### config.mk
export PLATFORM = sky130hd
export DESIGN_NAME = arbitro_selladora
export DESIGN_NICKNAME = d
export VERILOG_FILES = /design/src/rtl/arbitro_selladora_pkg.sv /design/src/rtl/arbitro_selladora_temporizador.sv /design/src/rtl/arbitro_selladora.sv
export SDC_FILE = /design/constraint.sdc
export NUM_CORES = 1
export LEC_CHECK = 0
export CAP_MARGIN = 25
export CORE_MARGIN = 1
export CORE_UTILIZATION = 45
export DETAILED_ROUTE_END_ITERATION = 10
export GPL_TIMING_DRIVEN = 1
export PLACE_DENSITY_LB_ADDON = 0.3
export SLEW_MARGIN = 20
export SYNTH_ARGS = -nofsm -noshare
export SYNTH_HDL_FRONTEND = slang
export SYNTH_HIERARCHICAL = 1
export SYNTH_SLANG_ARGS = --single-unit
### constraint.sdc
create_clock -name clk -period 3 [get_ports clk]
set_input_delay 0.45 -clock clk [delete_from_list [all_inputs] [get_ports clk]]
set_output_delay 0.45 -clock clk [all_outputs]
set_load 0.02 [all_outputs]
### src/rtl/arbitro_selladora_pkg.sv
// Shared definitions for the selladora blocks: FSM state codes, the two
// accepted sock height codes, and default timing/fairness parameters.
package arbitro_selladora_pkg;

    localparam int SEAL_CYC_DEF = 8;   // sealing-enable length, cycles
    localparam int BATCH_DEF    = 4;   // max back-to-back services under contention

    localparam logic [1:0] ST_IDLE    = 2'd0;
    localparam logic [1:0] ST_GRANT   = 2'd1;
    localparam logic [1:0] ST_SEAL    = 2'd2;
    localparam logic [1:0] ST_RELEASE = 2'd3;

    localparam logic [2:0] TH_ALTO = 3'b101;
    localparam logic [2:0] TH_BAJO = 3'b010;

    function automatic logic th_valid(input logic [2:0] th);
        return (th == TH_ALTO) || (th == TH_BAJO);
    endfunction

endpackage

### src/rtl/arbitro_selladora_temporizador.sv
// temporizador_sellado: down-counter timing the SEAL phase.
//   clk, reset : clock, synchronous active-high reset
//   load       : load load_val (takes priority over dec)
//   load_val   : value loaded; the phase lasts load_val+1 cycles
//   dec        : decrement while non-zero
//   zero       : counter is at zero (last cycle of the phase)
module temporizador_sellado #(
    parameter int W = 4
) (
    input  logic         clk,
    input  logic         reset,
    input  logic         load,
    input  logic [W-1:0] load_val,
    input  logic         dec,
    output logic         zero
);

    logic [W-1:0] cnt_q, cnt_d;

    always_comb begin
        cnt_d = cnt_q;
        if (load)
            cnt_d = load_val;
        else if (dec && (cnt_q != '0))
            cnt_d = cnt_q - 1'b1;
    end

    always_ff @(posedge clk) begin
        if (reset) cnt_q <= '0;
        else       cnt_q <= cnt_d;
    end

    assign zero = (cnt_q == '0);

endmodule

### src/rtl/arbitro_selladora.sv
// arbitro_selladora: arbitrates one sealer between two sock lines
// (bit 0 = altos, bit 1 = bajos) and sequences IDLE->GRANT->SEAL->RELEASE.
//   clk, reset     : clock, synchronous active-high reset (highest priority)
//   REQ[1:0]       : level-sensitive seal requests
//   TH0/TH1[2:0]   : height code per line, sampled at the grant decision
//   STOP           : emergency stop, blocks grants / aborts a transaction
//   GNT[1:0]       : one-hot grant          EN   : sealer enable (SEAL only)
//   TSEL[2:0]      : height code to sealer  BUSY : not IDLE
//   DONE/ERR[1:0]  : one-cycle completion / rejection-or-abort pulses
// All outputs are registered.
module arbitro_selladora
    import arbitro_selladora_pkg::*;
#(
    parameter int SEAL_CYC = SEAL_CYC_DEF,
    parameter int BATCH    = BATCH_DEF
) (
    input  logic       clk,
    input  logic       reset,
    input  logic [1:0] REQ,
    input  logic [2:0] TH0,
    input  logic [2:0] TH1,
    input  logic       STOP,
    output logic [1:0] GNT,
    output logic       EN,
    output logic [2:0] TSEL,
    output logic [1:0] DONE,
    output logic [1:0] ERR,
    output logic       BUSY
);

    // Timer is loaded with SEAL_CYC-1 so that zero marks the final SEAL cycle.
    localparam logic [3:0] SEAL_LOAD = 4'(SEAL_CYC - 1);
    localparam logic [2:0] BATCH_L   = 3'(BATCH);

    logic [1:0] state_q, state_d;
    logic [1:0] gnt_q, gnt_d, done_q, done_d, err_q, err_d;
    logic [2:0] tsel_q, tsel_d, cnt_q, cnt_d;
    logic       en_q, en_d, busy_q, busy_d;
    logic       last_q, last_d, win_q, win_d;
    logic       w;
    logic [2:0] th_w;
    logic       tmr_load, tmr_dec, tmr_zero;

    // Winner for the current IDLE cycle; under contention the last-served
    // line keeps the sealer until it has had BATCH consecutive services.
    always_comb begin
        w = 1'b0;
        case (REQ)
            2'b01:   w = 1'b0;
            2'b10:   w = 1'b1;
            2'b11:   w = (cnt_q < BATCH_L) ? last_q : ~last_q;
            default: w = 1'b0;
        endcase
        th_w = w ? TH1 : TH0;
    end

    always_comb begin
        state_d  = state_q;
        gnt_d    = gnt_q;
        en_d     = 1'b0;
        tsel_d   = tsel_q;
        done_d   = 2'b00;
        err_d    = 2'b00;
        last_d   = last_q;
        cnt_d    = cnt_q;
        win_d    = win_q;
        tmr_load = 1'b0;
        tmr_dec  = 1'b0;

        if (state_q != ST_IDLE && STOP) begin
            // Abort: drop everything, flag the line that owned the sealer.
            state_d      = ST_IDLE;
            gnt_d        = 2'b00;
            err_d[win_q] = 1'b1;
        end else begin
            case (state_q)
                ST_IDLE: begin
                    gnt_d = 2'b00;
                    if (!STOP && REQ != 2'b00) begin
                        // Rejected requests still count as services.
                        if (w == last_q) begin
                            if (cnt_q != 3'd7) cnt_d = cnt_q + 3'd1;
                        end else begin
                            last_d = w;
                            cnt_d  = 3'd1;
                        end
                        if (th_valid(th_w)) begin
                            state_d  = ST_GRANT;
                            gnt_d    = 2'b00;
                            gnt_d[w] = 1'b1;
                            tsel_d   = th_w;
                            win_d    = w;
                        end else begin
                            err_d[w] = 1'b1;
                        end
                    end
                end
                ST_GRANT: begin
                    state_d  = ST_SEAL;
                    en_d     = 1'b1;
                    tmr_load = 1'b1;
                end
                ST_SEAL: begin
                    if (tmr_zero) begin
                        state_d       = ST_RELEASE;
                        done_d[win_q] = 1'b1;
                    end else begin
                        en_d    = 1'b1;
                        tmr_dec = 1'b1;
                    end
                end
                default: begin // ST_RELEASE
                    state_d = ST_IDLE;
                    gnt_d   = 2'b00;
                end
            endcase
        end

        busy_d = (state_d != ST_IDLE);
    end

    always_ff @(posedge clk) begin
        if (reset) begin
            state_q <= ST_IDLE;
            gnt_q   <= 2'b00;
            en_q    <= 1'b0;
            tsel_q  <= 3'b000;
            done_q  <= 2'b00;
            err_q   <= 2'b00;
            busy_q  <= 1'b0;
            last_q  <= 1'b0;
            cnt_q   <= 3'd0;
            win_q   <= 1'b0;
        end else begin
            state_q <= state_d;
            gnt_q   <= gnt_d;
            en_q    <= en_d;
            tsel_q  <= tsel_d;
            done_q  <= done_d;
            err_q   <= err_d;
            busy_q  <= busy_d;
            last_q  <= last_d;
            cnt_q   <= cnt_d;
            win_q   <= win_d;
        end
    end

    temporizador_sellado #(.W(4)) u_tmr (
        .clk      (clk),
        .reset    (reset),
        .load     (tmr_load),
        .load_val (SEAL_LOAD),
        .dec      (tmr_dec),
        .zero     (tmr_zero)
    );

    assign GNT  = gnt_q;
    assign EN   = en_q;
    assign TSEL = tsel_q;
    assign DONE = done_q;
    assign ERR  = err_q;
    assign BUSY = busy_q;

endmodule

==> results of run 1 <==
-- cell type report --
| type | instances | area, um2 |
|---|---|---|
| Timing Repair Buffer | 21 | 210 |
| Fill cell | 235 | 1010 |
| Clock buffer | 3 | 22.5 |
| Tap cell | 30 | 37.5 |
| Multi-Input combinational cell | 104 | 741 |
| Clock inverter | 1 | 30.0 |
| Sequential cell | 22 | 440 |
| Inverter | 13 | 48.8 |
-- how the worst max path moves through the flow --
stage                                     start                          end  slack [ns]
global placement    u_tmr/cnt_q[0]$_SDFFE_PP0P_  u_tmr/cnt_q[3]$_SDFFE_PP0P_        0.73
detailed placement  u_tmr/cnt_q[1]$_SDFFE_PP0P_  u_tmr/cnt_q[3]$_SDFFE_PP0P_        0.52
finish              u_tmr/cnt_q[1]$_SDFFE_PP0P_  u_tmr/cnt_q[3]$_SDFFE_PP0P_        0.49
floorplan           u_tmr/cnt_q[1]$_SDFFE_PP0P_  u_tmr/cnt_q[3]$_SDFFE_PP0P_        0.87
global route        u_tmr/cnt_q[0]$_SDFFE_PP0P_  u_tmr/cnt_q[3]$_SDFFE_PP0P_        0.27
CTS                 u_tmr/cnt_q[1]$_SDFFE_PP0P_  u_tmr/cnt_q[3]$_SDFFE_PP0P_        0.51
-- power by group through the flow --
stage / clock, mW / sequential, mW / combinational (mW)
floorplan: 0 / 0.410 / 0.348
global placement: 0 / 0.394 / 0.472
detailed placement: 0 / 0.402 / 0.499
CTS: 0.234 / 0.396 / 0.501
global route: 0.248 / 0.403 / 0.560
finish: 0.231 / 0.396 / 0.502
-- cells in the final DEF (no fill, tap or decap), types with 2 or more instances in the layout --
cell,instances
nand2_1,10
ha_1,7
and3b_1,2
clkbuf_4,3
o21ai_0,3
o221a_2,2
a311o_1,2
a32oi_1,2
o32ai_1,2
clkdlybuf4s50_1,21
mux2i_1,3
conb_1,4
nor2_1,14
nor3b_1,3
nor3_1,2
a311oi_1,2
nand2b_1,2
inv_1,13
nand4_1,2
dfxtp_1,22
o21a_1,2
nand3_1,5
nor2b_1,4
o2111ai_1,2
a21oi_1,5
a31oi_1,4
-- synth_stat cells (all sizes together) (3+ instances only) --
library cell | instances | share of area, %
a31oi | 4 | 2.0
nor2b | 4 | 2.0
nor2 | 14 | 4.3
nand3 | 5 | 2.0
dfxtp | 22 | 36
a21oi | 5 | 2.0
nor3b | 3 | 1.8
inv | 13 | 3.9
ha | 7 | 7.1
o21ai | 5 | 2.3
mux2i | 3 | 2.4
nand2 | 10 | 3.0
-- per-layer routing --
metal / wire (um) / global-route usage [%] / up-vias
met1: 1180 / 27.5 / 523
met4: 48 / 6.41 / 0
li1: - / - / 555
met3: 137 / 2.50 / 6
met5: 0 / 0 / -
met2: 1480 / 39.2 / 39
-- state kept, by name, summed over array words and instances (netlist names) --
| name | cells |
|---|---|
| ERR | 2 |
| state_q | 2 |
| DONE | 2 |
| BUSY | 1 |
| u_tmr/cnt_q | 4 |
| TSEL | 3 |
| GNT | 2 |
| cnt_q | 3 |
| win_q | 1 |
| EN | 1 |
| last_q | 1 |
-- worst register-to-register path: stages (launching register included) --
cell and delay [ns]:
dfxtp_1 0.38, inv_1 0.09, ha_1 0.23, or3b_4 0.29, inv_1 0.08, nor2b_1 0.17, nor2b_1 0.48, nor4b_2 0.33
mux2i_1 0.23, a211oi_1 0.09
-- cell families after synthesis --
kind of cell,after synthesis,synth area share [%]
and+or+nand+nor,50,21.9
DFF,22,35.6
adders and majority gates,7,7.08
other,2,0.608
buffers and inverters,16,5.06
AOI/OAI and AO/OA,38,25.9
muxes,3,2.43
xor gates and xnor gates,2,1.42
==> metrics.txt, run 1 <==
RR Startpoint u_tmr/cnt_q[1]$_SDFFE_PP0P_; crit path capture type flip-flop; Num CTS Buffers 3; post-CTS sizing 0; initial core utilization around half; Setup Total Neg Slack 0 ns; CP Data Arrival Time 2.68 ns; Least-Margin Pin Slew between 0.8 and 0.9 ns; All-Layer GR Usage between 20 and 25%; Comb pwr share between 40% and 50%; Post-CTS Hold Buffers 0; vias in the first global route 1060; die width 54.4 um; worst-path fanout max 7; PD cells between 700 and 800 mW/mm2; dpl ws 0.523 ns; Worst Hold Depth 2; mapped cell area 0.00124 mm2; Avg WL per Cell approximately 15 um; Initial DRT Pass Iterations 4; RSZ-0062 raised after global routing no; number of H-tree levels 1; dpl cell area 0.00148 mm2; setup ws final 0.492 ns; flop-to-flop setup slack 0.49 ns; Clk network pwr share 20.5%; WHS approximately 0.48 ns; die footprint 0.00296 mm2; sequential share of power 35.1%; fin crit period approximately 2.5 ns; Post-Route WL 2.84 mm; Fin. Hold Viols 0; RR Endpoint u_tmr/cnt_q[3]$_SDFFE_PP0P_; final core utilization 60.1%; CTS tree done; number of synthesized register bits 22; Sw Ratio slightly below 40%; Post-Syn Instances between 100 and 150; hold path endpoint GNT[1]$_SDFFE_PP0N_; YS warnings 6; Leak 0.571 nW; Post-synth EDFFs 0; Sink Count 22; Max Slew Vio Count 0; internal power 0.685 mW; Via density approximately 5.8; Top-Level Pins 22; Netlist cell types 47; crit-path max cell delay 0.48 ns; total number of vias 1123; Buf/Inv on CP 2; Post-Route Skew approximately 0.0085 ns; clock-pin slew on the worst setup and hold paths 0.14 ns; share of layout cells above drive strength 1 7.32%; initial antenna violation count 0; total grt overflow 0; clk root buf clkbuf_4; fin cells between 150 and 200; DRT antenna net count 0; Max Cap Viol 0; Max Freq 399 MHz; ratio of final minimum period to clock period a little over four fifths; Avg Synthesized Cell Area 8.83 um2; delay-heaviest family, CP simple AND/OR/NAND/NOR gates; row count 18; worst reg2reg path depth 9; worst skew pair latency 0.31 ns; core area approximately 0.0025 mm2; layout net count 183; sequential share of the synthesized area 35.6%; CP max-delay cell nor2b_1; CP cell instances inv_1, ha_1, or3b_4, inv_1, nor2b_1, nor2b_1, nor4b_2, mux2i_1, a211oi_1; Diodes inserted 0; Tot Pwr 1.13 mW; crit path kind flip-flop to flip-flop; Synth Flop Type dfxtp_1; hold path start GNT[1]$_SDFFE_PP0N_; Switching Power approximately 0.44 mW; CP required roughly 3.2 ns; Slew HR between 40% and 50%; run status finished, final reports clean; pin count of the biggest net entering global routing 22; synthesis-to-finish area growth 23.8%; CP Launch Type flip-flop; DIE HEIGHT 54.4 um; DRC viols 0; min-delay worst type flip-flop to flip-flop; clock buffer depth 2; Placed Instances 190; initial DRC count 34; maximum vdd ir drop 0.497 mV; DP HPWL 2.21 mm; number of setup buffers added after CTS 0; final instance area 0.00153 mm2; Crit path depth 9; first-pass GRT wire length 4.73 mm; RD Place Congestion 0.809; Port Buf Inserts 21; final setup violation count 0; Async S/R FF share, synth 0%
(Power assumes the default switching activity.)
==> inputs of run 2 (changes only) <==
clock period = 2.09 ns   (was 3 ns; I/O delays follow)
==> run 2 against run 1 <==
Fmax rose by 25%; clock skew shrank 0.0022 ns; final area is 5.8% higher; sequential power is 45% higher; cell count is 4.1% higher; clock power rose by 45%; largest power group unchanged; highest routed layer unchanged.
==> metrics.txt, run 2 (same netlist as run 1, synthesis figures left out) <==
core area 0.00254 mm2 (unchanged); dpl ws 0.0322 ns (-0.491 ns); clk root buf clkbuf_4; CP Data Arrival Time 2.24 ns (-0.44 ns); pin count of the biggest net entering global routing 14 (-36%); die width 54.4 um (unchanged); CP cell instances inv_2, ha_4, or3b_4, inv_1, nor2b_2, nor2b_2, buf_4, a21o_1, a311oi_1; routing usage on met3 3.06% (+0.56 points); most frequent cells in the layout 21 x clkdlybuf4s50_1, 20 x dfxtp_1, 14 x nor2_1; row count 18 (unchanged); Placed Instances 198 (+4.2%); RD Place Congestion 0.924 (+14%); PD cells 1050 mW/mm2 (+42%); RSZ-0062 raised after global routing no; initial core utilization 48.6% (unchanged); final core utilization 63.6% (+3.5 points); total grt overflow 0 (unchanged); crit path capture type flip-flop; grt peak-use layer met2; DIE HEIGHT 54.4 um (unchanged); Reg with most FFs u_tmr/cnt_q; Post-CTS Hold Buffers 0 (unchanged); CTS tree done; synthesis-to-finish area growth 31.0%; CP required 2.32 ns (-0.85 ns); Diodes inserted 0 (unchanged); run status finished, final reports clean; maximum vdd ir drop 0.741 mV (+49%); DRT antenna net count 0 (unchanged); Tot Pwr 1.70 mW (+50%); initial antenna violation count 0 (unchanged); clock buffer depth 2 (unchanged); clock-pin slew on the worst setup and hold paths 0.13 ns (about the same); Post-Route Skew 0.00627 ns (-0.00218 ns); Avg WL per Cell 13.9 um (-4.8%); vias in the first global route 1042 (-1.7%); Via density 5.65 (-2.4%); commonest non-fill, non-tap cell in the layout clkdlybuf4s50_1; met2 Resource Use GR 36.0% (-3.3 points); DRC viols 0 (unchanged); Fin. Hold Viols 0 (unchanged); Num CTS Buffers 3 (unchanged); Crit path top cell by count nor2b_2; final setup violation count 0 (unchanged); DP HPWL 2.20 mm (-0.33%); die footprint 0.00296 mm2 (unchanged); Setup Total Neg Slack 0 ns (unchanged); Slew HR 65.7% (+21 points); Initial DRT Pass Iterations 4 (unchanged); Sink Count 22 (unchanged); routing usage on met1 27.8% (+0.34 points); CP max-delay cell or3b_4; Port Buf Inserts 21 (unchanged); crit path kind flip-flop to flip-flop; Leak 0.614 nW (+7.7%); Top-Level Pins 22 (unchanged); Max Cap Viol 0 (unchanged); Least-Margin Pin Slew 0.510 ns (-0.314 ns); min-delay worst type flip-flop to flip-flop; Max Freq 498 MHz (+25%); ratio of final minimum period to clock period 96.1% (+12 points); layout net count 191 (+4.4%); number of H-tree levels 1 (unchanged); number of setup buffers added after CTS 0 (unchanged); share of layout cells above drive strength 1 15.7% (+8.4 points); first-pass GRT wire length 4.62 mm (-2.3%); total number of vias 1141 (+1.6%); fin crit period 2.01 ns (-0.501 ns); worst skew pair latency 0.32 ns (about the same); max FFs per register 4 (unchanged); setup ws final 0.0825 ns (-0.409 ns); fin cells 202 (+4.1%); All-Layer GR Usage 22.0% (unchanged); Post-Route WL 2.82 mm (-0.88%); worst-path fanout max 6 (-1); CP Launch Type flip-flop; initial DRC count 18 (-47%); Max Slew Vio Count 0 (unchanged); Buf/Inv on CP 3 (+1); delay-heaviest family, CP simple AND/OR/NAND/NOR gates; crit-path max cell delay 0.42 ns (-0.06 ns)
## run 2: changes by cell type in the layout (fill, tap and decap cells not counted), sizes merged
| cell | before | now |
|---|---|---|
| buf | 0 | 8 |
## run 2: metrics by stage
step	hold WS, ns	cell area (um2)
after floorplan	0.386	1250
after global placement	0.456	1540
after detailed placement	0.459	1540
after CTS	0.489	1600
after global routing	0.540	1620
final	0.486	1620
## run 2: path summary, 6_finish.rpt
path                               start                           to  slack [ns]  cells after the start
min                  GNT[1]$_SDFFE_PP0N_          GNT[1]$_SDFFE_PP0N_        0.49                      2
max          u_tmr/cnt_q[1]$_SDFFE_PP0P_  u_tmr/cnt_q[0]$_SDFFE_PP0P_        0.08                      9
min reg2reg          GNT[1]$_SDFFE_PP0N_          GNT[1]$_SDFFE_PP0N_        0.49                      2
max reg2reg  u_tmr/cnt_q[1]$_SDFFE_PP0P_  u_tmr/cnt_q[0]$_SDFFE_PP0P_        0.08                      9
## run 2: final cells by class
class,instances,area (um2)
Tap cell,30,37.5
Multi-Input combinational cell,104,767
Fill cell,216,926
Timing Repair Buffer,29,270
Sequential cell,22,443
Clock buffer,3,22.5
Clock inverter,1,30.0
Inverter,13,48.8
## run 2: worst min-delay path, delay by kind of cell, from the launching register on
kind,cells,cell delay (ns)
simple gates,1,0.05
compound gates,1,0.07
flops,1,0.34
## run 2: repair_timing
action,CTS,global route
pin swaps,0,0
gates resized for setup,1,7
endpoints found under the setup margin,1,4
## run 2: where the power goes
part	switching [mW]	total (mW)	internal (mW)
clock network	0.141	0.335	0.194
registers	0.0695	0.576	0.506
logic	0.445	0.785	0.340
total	0.656	1.70	1.04
## run 2: layer usage
| metal | vias to the layer above | part of all wire, % |
|---|---|---|
| li1 | 576 | - |
| met1 | 529 | 46 |
| met2 | 31 | 48 |
| met3 | 5 | 3.9 |
| met4 | 0 | 1.8 |
| met5 | - | 0 |
